===== config.mk =====
export PLATFORM = sky130hd
export DESIGN_NAME = hazard_ctrl_flat
export DESIGN_NICKNAME = d
export VERILOG_FILES = /design/src/rtl/hazard_ctrl_pkg.sv /design/src/rtl/hazard_ctrl_if.sv /design/src/rtl/sat_counter.sv /design/src/rtl/hazard_ctrl.sv /design/src/flat_wrapper.sv
export SDC_FILE = /design/constraint.sdc
export NUM_CORES = 1
export LEC_CHECK = 0
export ABC_CLOCK_PERIOD_IN_PS = 2100
export CORE_ASPECT_RATIO = 1.1
export CORE_UTILIZATION = 42
export DETAILED_ROUTE_END_ITERATION = 12
export PLACE_DENSITY = 0.76
export SLEW_MARGIN = 25
export SYNTH_ARGS = -nofsm -noshare
export SYNTH_HDL_FRONTEND = slang
export SYNTH_SLANG_ARGS = --single-unit

===== constraint.sdc =====
create_clock -name clk -period 2.1 [get_ports clk]
set_clock_uncertainty 0.05 [all_clocks]
set_input_delay 0.315 -clock clk [delete_from_list [all_inputs] [get_ports clk]]
set_output_delay 0.315 -clock clk [all_outputs]
set_load 0.005 [all_outputs]

===== src/rtl/hazard_ctrl_pkg.sv =====
// Shared pipeline definitions: FSM state, register address width and the
// enable/flush encodings driven into the PC and pipeline buffers.
package hazard_ctrl_pkg;

  localparam int unsigned REG_ADDR_W = 3;

  typedef enum logic {
    IDLE  = 1'b0,
    MULTI = 1'b1
  } state_e;

  // One set of register enables and bubble loads for the front pipeline.
  typedef struct packed {
    logic pc_en;
    logic if_id_en;
    logic id_ex_en;
    logic ex_mem_en;
    logic if_id_flush;
    logic id_ex_flush;
  } pipe_ctrl_t;

  localparam pipe_ctrl_t CTRL_RUN = '{pc_en: 1'b1, if_id_en: 1'b1, id_ex_en: 1'b1,
                                      ex_mem_en: 1'b1, if_id_flush: 1'b0, id_ex_flush: 1'b0};
  localparam pipe_ctrl_t CTRL_HOLD = '{pc_en: 1'b0, if_id_en: 1'b0, id_ex_en: 1'b0,
                                       ex_mem_en: 1'b0, if_id_flush: 1'b0, id_ex_flush: 1'b0};
  localparam pipe_ctrl_t CTRL_BRANCH = '{pc_en: 1'b1, if_id_en: 1'b1, id_ex_en: 1'b1,
                                         ex_mem_en: 1'b1, if_id_flush: 1'b1, id_ex_flush: 1'b1};
  localparam pipe_ctrl_t CTRL_BUBBLE = '{pc_en: 1'b0, if_id_en: 1'b0, id_ex_en: 1'b1,
                                         ex_mem_en: 1'b1, if_id_flush: 1'b0, id_ex_flush: 1'b1};
  localparam pipe_ctrl_t CTRL_RESET = '{pc_en: 1'b0, if_id_en: 1'b0, id_ex_en: 1'b0,
                                        ex_mem_en: 1'b0, if_id_flush: 1'b1, id_ex_flush: 1'b1};

endpackage


===== src/rtl/hazard_ctrl_if.sv =====
// Hazard controller bus: decode/execute hazard inputs in, pipeline enables,
// flushes, multi-cycle phase and stall counter out.
//   master: pipeline side (drives hazard inputs, receives controls)
//   slave : hazard_ctrl
interface hazard_ctrl_if #(
  parameter int unsigned REG_ADDR_W = hazard_ctrl_pkg::REG_ADDR_W,
  parameter int unsigned CNT_W      = 3,
  parameter int unsigned PERF_W     = 16
);
  logic [REG_ADDR_W-1:0] id_rsrc1;
  logic [REG_ADDR_W-1:0] id_rsrc2;
  logic                  id_use_src1;
  logic                  id_use_src2;
  logic [REG_ADDR_W-1:0] ex_rdst;
  logic                  ex_mem_read;
  logic                  ex_reg_write;
  logic                  ex_branch_taken;
  logic                  mem_multi_start;
  logic                  perf_clr;
  logic                  pc_en;
  logic                  if_id_en;
  logic                  id_ex_en;
  logic                  ex_mem_en;
  logic                  if_id_flush;
  logic                  id_ex_flush;
  logic [CNT_W-1:0]      mem_phase;
  logic [PERF_W-1:0]     stall_cnt;

  modport master (
    output id_rsrc1, id_rsrc2, id_use_src1, id_use_src2, ex_rdst, ex_mem_read,
           ex_reg_write, ex_branch_taken, mem_multi_start, perf_clr,
    input  pc_en, if_id_en, id_ex_en, ex_mem_en, if_id_flush, id_ex_flush,
           mem_phase, stall_cnt
  );

  modport slave (
    input  id_rsrc1, id_rsrc2, id_use_src1, id_use_src2, ex_rdst, ex_mem_read,
           ex_reg_write, ex_branch_taken, mem_multi_start, perf_clr,
    output pc_en, if_id_en, id_ex_en, ex_mem_en, if_id_flush, id_ex_flush,
           mem_phase, stall_cnt
  );
endinterface


===== src/rtl/sat_counter.sv =====
// Saturating up-counter with synchronous clear (clear wins over increment).
//   clk, rst_n : clock, async active-low reset
//   inc, clr   : count enable, synchronous clear
//   cnt        : current count, sticks at all-ones
module sat_counter #(
  parameter int unsigned W = 16
) (
  input  logic         clk,
  input  logic         rst_n,
  input  logic         inc,
  input  logic         clr,
  output logic [W-1:0] cnt
);

  always_ff @(posedge clk or negedge rst_n) begin
    if (!rst_n) begin
      cnt <= '0;
    end else if (clr) begin
      cnt <= '0;
    end else if (inc && (cnt != {W{1'b1}})) begin
      cnt <= cnt + W'(1);
    end
  end

endmodule


===== src/rtl/hazard_ctrl.sv =====
// Pipeline hazard/stall controller: load-use bubble, taken-branch flush and
// front-end freeze during multi-cycle MEM ops, plus a stall counter.
//   clk : rising-edge clock
//   rst : async active-low reset (holds pipeline empty while low)
//   hz  : hazard_ctrl_if slave (hazard inputs, enables/flushes, phase, count)
module hazard_ctrl #(
  parameter int unsigned REG_ADDR_W   = hazard_ctrl_pkg::REG_ADDR_W,
  parameter int unsigned MULTI_CYCLES = 2,
  parameter int unsigned CNT_W        = 3,
  parameter int unsigned PERF_W       = 16
) (
  input  logic          clk,
  input  logic          rst,
  hazard_ctrl_if.slave  hz
);
  import hazard_ctrl_pkg::*;

  state_e            state_q, state_d;
  logic [CNT_W-1:0]  cnt_q, cnt_d;
  logic [CNT_W-1:0]  phase_q, phase_d;
  logic [REG_ADDR_W-1:0] rs1, rs2, rd;
  logic              load_use;
  logic              freeze;
  logic              stall_inc;
  pipe_ctrl_t        ctrl;
  logic [PERF_W-1:0] perf_cnt;

  assign rs1 = hz.id_rsrc1;
  assign rs2 = hz.id_rsrc2;
  assign rd  = hz.ex_rdst;

  assign load_use = hz.ex_mem_read & hz.ex_reg_write &
                    ((hz.id_use_src1 & (rs1 == rd)) | (hz.id_use_src2 & (rs2 == rd)));

  // Freeze covers the start cycle and every MULTI cycle except the release.
  assign freeze = ((state_q == IDLE) & hz.mem_multi_start) |
                  ((state_q == MULTI) & (cnt_q != '0));

  // State, remaining-access counter and phase index.
  always_ff @(posedge clk or negedge rst) begin
    if (!rst) begin
      state_q <= IDLE;
      cnt_q   <= '0;
      phase_q <= '0;
    end else begin
      state_q <= state_d;
      cnt_q   <= cnt_d;
      phase_q <= phase_d;
    end
  end

  // Multi-cycle op sequencing; start is ignored in the release cycle.
  always_comb begin
    state_d = state_q;
    cnt_d   = cnt_q;
    phase_d = phase_q;
    case (state_q)
      IDLE: begin
        if (hz.mem_multi_start) begin
          state_d = MULTI;
          cnt_d   = CNT_W'(MULTI_CYCLES - 2);
          phase_d = CNT_W'(1);
        end
      end
      MULTI: begin
        if (cnt_q != '0) begin
          cnt_d   = cnt_q - CNT_W'(1);
          phase_d = phase_q + CNT_W'(1);
        end else begin
          state_d = IDLE;
          phase_d = '0;
        end
      end
      default: begin
        state_d = IDLE;
        cnt_d   = '0;
        phase_d = '0;
      end
    endcase
  end

  // Control priority: reset > freeze > branch > load-use.
  always_comb begin
    ctrl = CTRL_RUN;
    if (!rst) begin
      ctrl = CTRL_RESET;
    end else if (freeze) begin
      ctrl = CTRL_HOLD;
    end else if (hz.ex_branch_taken) begin
      ctrl = CTRL_BRANCH;
    end else if (load_use) begin
      ctrl = CTRL_BUBBLE;
    end
  end

  // A branch swallows the load-use bubble, so it is not counted as a stall.
  assign stall_inc = freeze | (load_use & ~hz.ex_branch_taken);

  sat_counter #(.W(PERF_W)) u_stall_cnt (
    .clk   (clk),
    .rst_n (rst),
    .inc   (stall_inc),
    .clr   (hz.perf_clr),
    .cnt   (perf_cnt)
  );

  assign hz.pc_en       = ctrl.pc_en;
  assign hz.if_id_en    = ctrl.if_id_en;
  assign hz.id_ex_en    = ctrl.id_ex_en;
  assign hz.ex_mem_en   = ctrl.ex_mem_en;
  assign hz.if_id_flush = ctrl.if_id_flush;
  assign hz.id_ex_flush = ctrl.id_ex_flush;
  assign hz.mem_phase   = phase_q;
  assign hz.stall_cnt   = perf_cnt;

endmodule

===== src/flat_wrapper.sv =====
// flat-port wrapper written by rule: the top's interface ports become plain ports
module hazard_ctrl_flat import hazard_ctrl_pkg::*;
#(
  parameter int unsigned REG_ADDR_W   = hazard_ctrl_pkg::REG_ADDR_W,
  parameter int unsigned MULTI_CYCLES = 2,
  parameter int unsigned CNT_W        = 3,
  parameter int unsigned PERF_W       = 16
)
  (clk, rst, hz_id_rsrc1, hz_id_rsrc2, hz_id_use_src1, hz_id_use_src2, hz_ex_rdst, hz_ex_mem_read, hz_ex_reg_write, hz_ex_branch_taken, hz_mem_multi_start, hz_perf_clr, hz_pc_en, hz_if_id_en, hz_id_ex_en, hz_ex_mem_en, hz_if_id_flush, hz_id_ex_flush, hz_mem_phase, hz_stall_cnt);
  hazard_ctrl_if #(.REG_ADDR_W(REG_ADDR_W), .CNT_W(CNT_W), .PERF_W(PERF_W)) hz_i ();
  input  logic clk;
  input  logic rst;
  input wire logic [$bits(hz_i.id_rsrc1)-1:0] hz_id_rsrc1;
  input wire logic [$bits(hz_i.id_rsrc2)-1:0] hz_id_rsrc2;
  input wire logic [$bits(hz_i.id_use_src1)-1:0] hz_id_use_src1;
  input wire logic [$bits(hz_i.id_use_src2)-1:0] hz_id_use_src2;
  input wire logic [$bits(hz_i.ex_rdst)-1:0] hz_ex_rdst;
  input wire logic [$bits(hz_i.ex_mem_read)-1:0] hz_ex_mem_read;
  input wire logic [$bits(hz_i.ex_reg_write)-1:0] hz_ex_reg_write;
  input wire logic [$bits(hz_i.ex_branch_taken)-1:0] hz_ex_branch_taken;
  input wire logic [$bits(hz_i.mem_multi_start)-1:0] hz_mem_multi_start;
  input wire logic [$bits(hz_i.perf_clr)-1:0] hz_perf_clr;
  output wire logic [$bits(hz_i.pc_en)-1:0] hz_pc_en;
  output wire logic [$bits(hz_i.if_id_en)-1:0] hz_if_id_en;
  output wire logic [$bits(hz_i.id_ex_en)-1:0] hz_id_ex_en;
  output wire logic [$bits(hz_i.ex_mem_en)-1:0] hz_ex_mem_en;
  output wire logic [$bits(hz_i.if_id_flush)-1:0] hz_if_id_flush;
  output wire logic [$bits(hz_i.id_ex_flush)-1:0] hz_id_ex_flush;
  output wire logic [$bits(hz_i.mem_phase)-1:0] hz_mem_phase;
  output wire logic [$bits(hz_i.stall_cnt)-1:0] hz_stall_cnt;
  assign hz_i.id_rsrc1 = hz_id_rsrc1;
  assign hz_i.id_rsrc2 = hz_id_rsrc2;
  assign hz_i.id_use_src1 = hz_id_use_src1;
  assign hz_i.id_use_src2 = hz_id_use_src2;
  assign hz_i.ex_rdst = hz_ex_rdst;
  assign hz_i.ex_mem_read = hz_ex_mem_read;
  assign hz_i.ex_reg_write = hz_ex_reg_write;
  assign hz_i.ex_branch_taken = hz_ex_branch_taken;
  assign hz_i.mem_multi_start = hz_mem_multi_start;
  assign hz_i.perf_clr = hz_perf_clr;
  assign hz_pc_en = hz_i.pc_en;
  assign hz_if_id_en = hz_i.if_id_en;
  assign hz_id_ex_en = hz_i.id_ex_en;
  assign hz_ex_mem_en = hz_i.ex_mem_en;
  assign hz_if_id_flush = hz_i.if_id_flush;
  assign hz_id_ex_flush = hz_i.id_ex_flush;
  assign hz_mem_phase = hz_i.mem_phase;
  assign hz_stall_cnt = hz_i.stall_cnt;
  hazard_ctrl #(.REG_ADDR_W(REG_ADDR_W), .MULTI_CYCLES(MULTI_CYCLES), .CNT_W(CNT_W), .PERF_W(PERF_W)) u_core (.clk(clk), .rst(rst), .hz(hz_i));
endmodule

==> impl_metrics.ini, run 1 <==
[yosys]
yosysTopAreaCellShare_pct = 41.2
synthFlopType = dfrtp_1
yosysWarnings = 0
syn_area_um2 = 1400
syn_nets = 168
synth_area_leaders = dfrtp_1 (41%), xor2_1 (7.5%), nor2_1 (3.8%)
yosys.area.top_type = dfrtp_1
ys_types = 40
synth_edf_count = 0
syn_area_per_cell_um2 = 9.57
syn_inst = 146
ys_seq_area_share_pct = 41.2
synth_seq_cells = 23
ys_async_sr_fraction_pct = 100

[timing]
relSlewSlack_pct = 58.6
period_share_pct = 114
setup_slack_ns = -0.287
timing.fmax_mhz = 419
finalMaxSlewViolations = 0
rsz0062_at_grt = true
fin_crit_ns = 2.39
finalSetupViolCount = 22
hold_viol = 0
max_slew.worst_pin.slew_ns = 0.619
setup_tns_ns = -3.56
hold_ws_ns = 0.497

[critical_path]
critPathRequiredTime_ns = 1.74
endpoint_kind = primary output
rr_endpoint = u_core.u_stall_cnt.cnt[9]$_DFFE_PN0P_
rr_worst_depth = 12
r2r_start = u_core.cnt_q[0]$_DFFE_PN0P_
worstPathMaxFanout = 2
r2r_slack_ns = -0.28
arrival_ns = 2.02
criticalPathCategory = flop to primary output
worstSetupStartpointType = flop

[floorplanning]
io_pins = 43
start_util_pct = 45.1
die_h_um = 62.5
fp.dieW_um = 57
die-area_um2 = 3560
core_area_um2 = 3100
rows = 21

[flow_run]
maxCapViolCount = 0

[outcome]
violations = design-rule violations, negative setup slack
outcome = finished, violations left

[grt]
grt_pass1_wl_um = 6130
antenna_found_initial = 0
grt_overflow_total = 0
first_global_vias = 1351
grt_max_degree = 24
grt_usage_pct = 21.8

[routing]
drc_errors = 4
detail_route.wl_per_cell_um = 14.6
drt-vias-per-instance = 5.30
dr_wl_met2_um = 1880
wl_met1_um = 1640
routed-wl-met3_um = 139
maxUsedRoutingLayer = met4
firstDrtPassIters = 8
wirelength_um = 3700
drt_iter0_markers = 42
vias = 1340
ant_nets = 0

[layout]
drive_gt1_share_pct = 32.9
syn_to_final_growth_pct = 58.7
finish.instance_area_um2 = 2220
final_core_util_pct = 71.5
final_cells = 253
antenna_cells = 0
nets = 242

[placed_design]
io_buffer_count = 42
pre_cts_ws_ns = -0.499
place_inst = 242
place_area_um2 = 2040
dp_hpwl_um = 2610
gp_congestion = 0.807

[worst_hold_path]
hold_class = input port to asynchronous set/reset pin

[clock_network]
cts_buffers = 3
cts_root_buffer = clkbuf_4
ctsHoldBuffers = 0
clkTransAtPathRegs_ns = 0.14
cts_tree = yes
worstSkewPairLatency_ns = 0.32
clock_sinks = 23
h-tree-depth = 1
cts_buffer_depth = 2

[power]
power_mw = 2.18
power.density_nw_per_um2 = 985
vdd_ir_drop_max_v = 0.000548
p_leak_nw = 0.938
-- timing repair --
action                     CTS  global route
setup endpoints to repair   19            22
resized for setup           43            10
pin swaps                   11             5
buffers inserted             5             2
-- flip-flops by register name (all words and copies together), names as in the netlist --
signal / count
u_core.hz.mem_phase: 3
u_core.state_q: 1
u_core.u_stall_cnt.cnt: 16
u_core.cnt_q: 3
-- worst max path at each step --
stage / startpoint / endpoint / slack (ns) / depth (start not counted)
CTS: u_core.cnt_q[0]$_DFFE_PN0P_ / u_core.u_stall_cnt.cnt[9]$_DFFE_PN0P_ / -0.26 / 11
detailed placement: hz_ex_rdst[0] / hz_id_ex_flush / -0.50 / 6
global route: u_core.cnt_q[0]$_DFFE_PN0P_ / u_core.u_stall_cnt.cnt[11]$_DFFE_PN0P_ / -0.34 / 11
finish: u_core.cnt_q[0]$_DFFE_PN0P_ / hz_id_ex_flush / -0.29 / 9
floorplan: u_core.cnt_q[0]$_DFFE_PN0P_ / u_core.u_stall_cnt.cnt[6]$_DFFE_PN0P_ / -0.21 / 10
global placement: hz_ex_rdst[0] / hz_id_ex_flush / -0.42 / 6
-- layer usage --
metal	GRT usage, %	vias to the layer above
li1	-	662
met1	28.4	643
met2	37.6	31
met3	3.31	4
met4	5.49	0
met5	0	-
-- where the power goes --
part	total, mW	internal, mW	switching (mW)
clock	0.217	0.0714	0.146
sequential	0.575	0.517	0.0578
combinational	1.39	0.786	0.607
-- synthesized netlist by cell type, types with 2 or more instances --
| library cell | instances |
|---|---|
| dfrtp_1 | 23 |
| nor2_1 | 14 |
| nand2_1 | 13 |
| xor2_1 | 12 |
| nand3_1 | 10 |
| inv_1 | 7 |
| xnor2_1 | 6 |
| a21oi_1 | 5 |
| ha_1 | 4 |
| nand4_1 | 4 |
| nor3_1 | 4 |
| o21ai_0 | 4 |
| o31ai_1 | 4 |
| or4_1 | 3 |
| a22o_1 | 2 |
| and3_1 | 2 |
| buf_4 | 2 |
| clkbuf_1 | 2 |
| mux2i_1 | 2 |
| o31a_1 | 2 |
| or2_2 | 2 |
-- cell families (layout without fill, tap and decap cells) --
group | Yosys count | in the layout | synth area share (%)
compound gates | 23 | 23 | 14.0
simple gates | 62 | 62 | 23.6
xor+xnor | 18 | 18 | 11.3
flops | 23 | 23 | 41.2
mux | 2 | 2 | 1.43
buf+inv | 14 | 87 | 4.92
fa+ha+maj | 4 | 4 | 3.58
-- critical path, stage by stage (launching register included) --
cell	delay [ns]
dfrtp_1	0.43
inv_2	0.09
ha_4	0.14
ha_4	0.13
and2b_2	0.24
a21oi_4	0.14
buf_6	0.12
inv_2	0.04
o311ai_2	0.21
buf_2	0.17
-- layout make-up --
class                   count  area (µm²)
clock buffers               3        22.5
clock inverters             1        5.00
fillers                   235         882
inverters                   7        26.3
multi-input cells         109         853
flip-flops and latches     23         576
well taps                  34        42.5
repair buffers             76         693
-- cells in the final DEF, fill, tap and decap left out, types with 3 or more instances in the layout --
cell type,n
a21oi_1,3
buf_2,4
buf_4,27
buf_6,8
clkbuf_4,3
clkdlybuf4s50_1,36
dfrtp_1,23
inv_1,4
inv_2,3
nand2_1,11
nand3_1,6
nand3_2,4
nand4_1,4
nor2_1,14
nor3_1,4
o21ai_0,4
o31ai_1,3
xnor2_1,6
xor2_1,12
No activity file was read; power rests on OpenSTA's default activity.
==> run 2: changes to the inputs <==
--- a/config.mk
+++ b/config.mk
@@ -9,7 +9,7 @@
 export CORE_ASPECT_RATIO = 1.1
 export CORE_UTILIZATION = 42
 export DETAILED_ROUTE_END_ITERATION = 12
-export PLACE_DENSITY = 0.76
+export PLACE_DENSITY = 0.81
 export SLEW_MARGIN = 25
 export SYNTH_ARGS = -nofsm -noshare
 export SYNTH_HDL_FRONTEND = slang
==> impl_metrics.ini, run 2 (synthesis gave the netlist of run 1 again) <==
[outcome]
outcome = finished, violations left
violations = design-rule violations, negative setup slack

[layout]
antenna_cells = 0
final_common_cell = clkdlybuf4s50_1
largest_reg_flops = 16
top_register = u_core.u_stall_cnt.cnt
fill_cells = 240
syn_to_final_growth_pct = 51.6
nets = 237
drive_gt1_share_pct = 27.1
final_cells = 248
final_cell_mix = clkdlybuf4s50_1 (36), buf_4 (24), dfrtp_1 (23)

[clock_network]
worstSkewPairLatency_ns = 0.32
cts_tree = yes
cts_buffer_depth = 2
clkTransAtPathRegs_ns = 0.14
cts_root_buffer = clkbuf_4
h-tree-depth = 1
cts_buffers = 3
clock_sinks = 23

[timing]
setup_tns_ns = -2.08
timing.fmax_mhz = 435
max_slew.worst_pin.slew_ns = 0.630
period_share_pct = 109
hold_ws_ns = 0.306
finalMaxSlewViolations = 0
relSlewSlack_pct = 57.8
rsz0062_at_grt = true
hold_viol = 0
fin_crit_ns = 2.30
finalSetupViolCount = 20
setup_slack_ns = -0.199

[routing]
drt-vias-per-instance = 5.46
wirelength_um = 3600
detail_route.wl_per_cell_um = 14.5
drc_errors = 7
vias = 1353
drt_iter0_markers = 75
ant_nets = 0
firstDrtPassIters = 8

[critical_path]
cp_slowest_cell = or4_4
cpPeakStageDelay_ns = 0.50
rr_endpoint = u_core.u_stall_cnt.cnt[6]$_DFFE_PN0P_
critPathRequiredTime_ns = 2.30
setup.worst_path.start = u_core.cnt_q[0]$_DFFE_PN0P_
worstSetupStartpointType = flop
crit_family = simple AND/OR/NAND/NOR gates
criticalPathCategory = flop to flop
worstPathMaxFanout = 5
endpoint_kind = flop
r2r_slack_ns = -0.20
arrival_ns = 2.50
endpoint = u_core.u_stall_cnt.cnt[6]$_DFFE_PN0P_
cp_cell_sequence = inv_2 > ha_4 > ha_4 > and2b_2 > a21oi_4 > buf_6 > buf_6 > a32oi_4 > nand2_4 > or4_4 > a21oi_2
r2r_start = u_core.cnt_q[0]$_DFFE_PN0P_
crit_buf_inv = 3
rr_worst_depth = 11
cp.depth = 11

[placed_design]
dp_hpwl_um = 2680
pre_cts_ws_ns = -0.513
gp_congestion = 0.857
io_buffer_count = 42
place_inst = 237

[floorplanning]
io_pins = 43
die-area_um2 = 3560
fp.dieW_um = 57
rows = 21
die_h_um = 62.5
start_util_pct = 45.1
core_area_um2 = 3100

[flow_run]
maxCapViolCount = 0

[grt]
antenna_found_initial = 0
grt_overflow_total = 0
grt_pass1_wl_um = 6060
grt_usage_pct = 21.4
first_global_vias = 1401
grt_max_degree = 21

[power]
power_mw = 2.01
power.density_nw_per_um2 = 950
vdd_ir_drop_max_v = 0.000554
p_leak_nw = 0.903

[worst_hold_path]
hold_class = input port to asynchronous set/reset pin
## run 2: metrics by stage
step / util [%] / instance area (µm²)
floorplan: - / 1420
global placement: 64.7 / 2010
detailed placement: 64.7 / 2010
CTS: 67.0 / 2080
global route: 68.3 / 2120
finish: 68.3 / 2120
## run 2: worst min-delay path by stage
| stage | from | to | slack (ns) |
|---|---|---|---|
| after floorplan | rst | u_core.cnt_q[0]$_DFFE_PN0P_ | -0.03 |
| final | rst | u_core.hz.mem_phase[0]$_DFFE_PN0P_ | 0.31 |
| after global placement | u_core.cnt_q[2]$_DFFE_PN0P_ | u_core.cnt_q[2]$_DFFE_PN0P_ | 0.44 |
| after CTS | rst | u_core.hz.mem_phase[0]$_DFFE_PN0P_ | 0.30 |
| after detailed placement | u_core.cnt_q[2]$_DFFE_PN0P_ | u_core.cnt_q[2]$_DFFE_PN0P_ | 0.46 |
| after global routing | rst | u_core.hz.mem_phase[0]$_DFFE_PN0P_ | 0.29 |
## run 2: cell type report
class	instances	area, µm²	share of cell area, %
Timing Repair Buffer	71	639	30.2
Inverter	7	26.3	1.24
Sequential cell	23	576	27.2
Multi-Input combinational cell	109	807	38.1
Clock buffer	3	22.5	1.06
Clock inverter	1	5.00	0.236
Tap cell	34	42.5	2.01
## run 2: report_power, final
| part | switching [mW] | leakage, nW | internal, mW |
|---|---|---|---|
| Sequential | 0.0589 | 0.311 | 0.517 |
| Combinational | 0.540 | 0.574 | 0.682 |
| Clock | 0.142 | 0.0177 | 0.0713 |
| Total | 0.741 | 0.903 | 1.27 |
## run 2: routing by layer
| layer | up-vias | part of all wire (%) | global-route usage [%] |
|---|---|---|---|
| li1 | 648 | - | - |
| met1 | 642 | 41 | 26.0 |
| met2 | 55 | 51 | 37.6 |
| met3 | 8 | 5.6 | 3.73 |
| met4 | 0 | 1.5 | 7.01 |
| met5 | - | 0 | 0 |
## run 2: what timing repair did
item | 4_1_cts | 5_1_grt
gates cloned | 0 | 1
hold endpoints to repair | 0 | 0
gates resized for setup | 38 | 6
hold buffers | 0 | 0
endpoints found under the setup margin | 18 | 22
setup buffers | 4 | 2
pin swaps | 10 | 4
==> run 3: changes to the inputs <==
--- a/config.mk
+++ b/config.mk
@@ -10,7 +10,7 @@
 export CORE_UTILIZATION = 42
 export DETAILED_ROUTE_END_ITERATION = 12
 export PLACE_DENSITY = 0.81
-export SLEW_MARGIN = 25
+export SLEW_MARGIN = 30
 export SYNTH_ARGS = -nofsm -noshare
 export SYNTH_HDL_FRONTEND = slang
 export SYNTH_SLANG_ARGS = --single-unit
==> results of run 3 <==
Same layout as run 2: the final DEF is identical, and so are final timing and power.
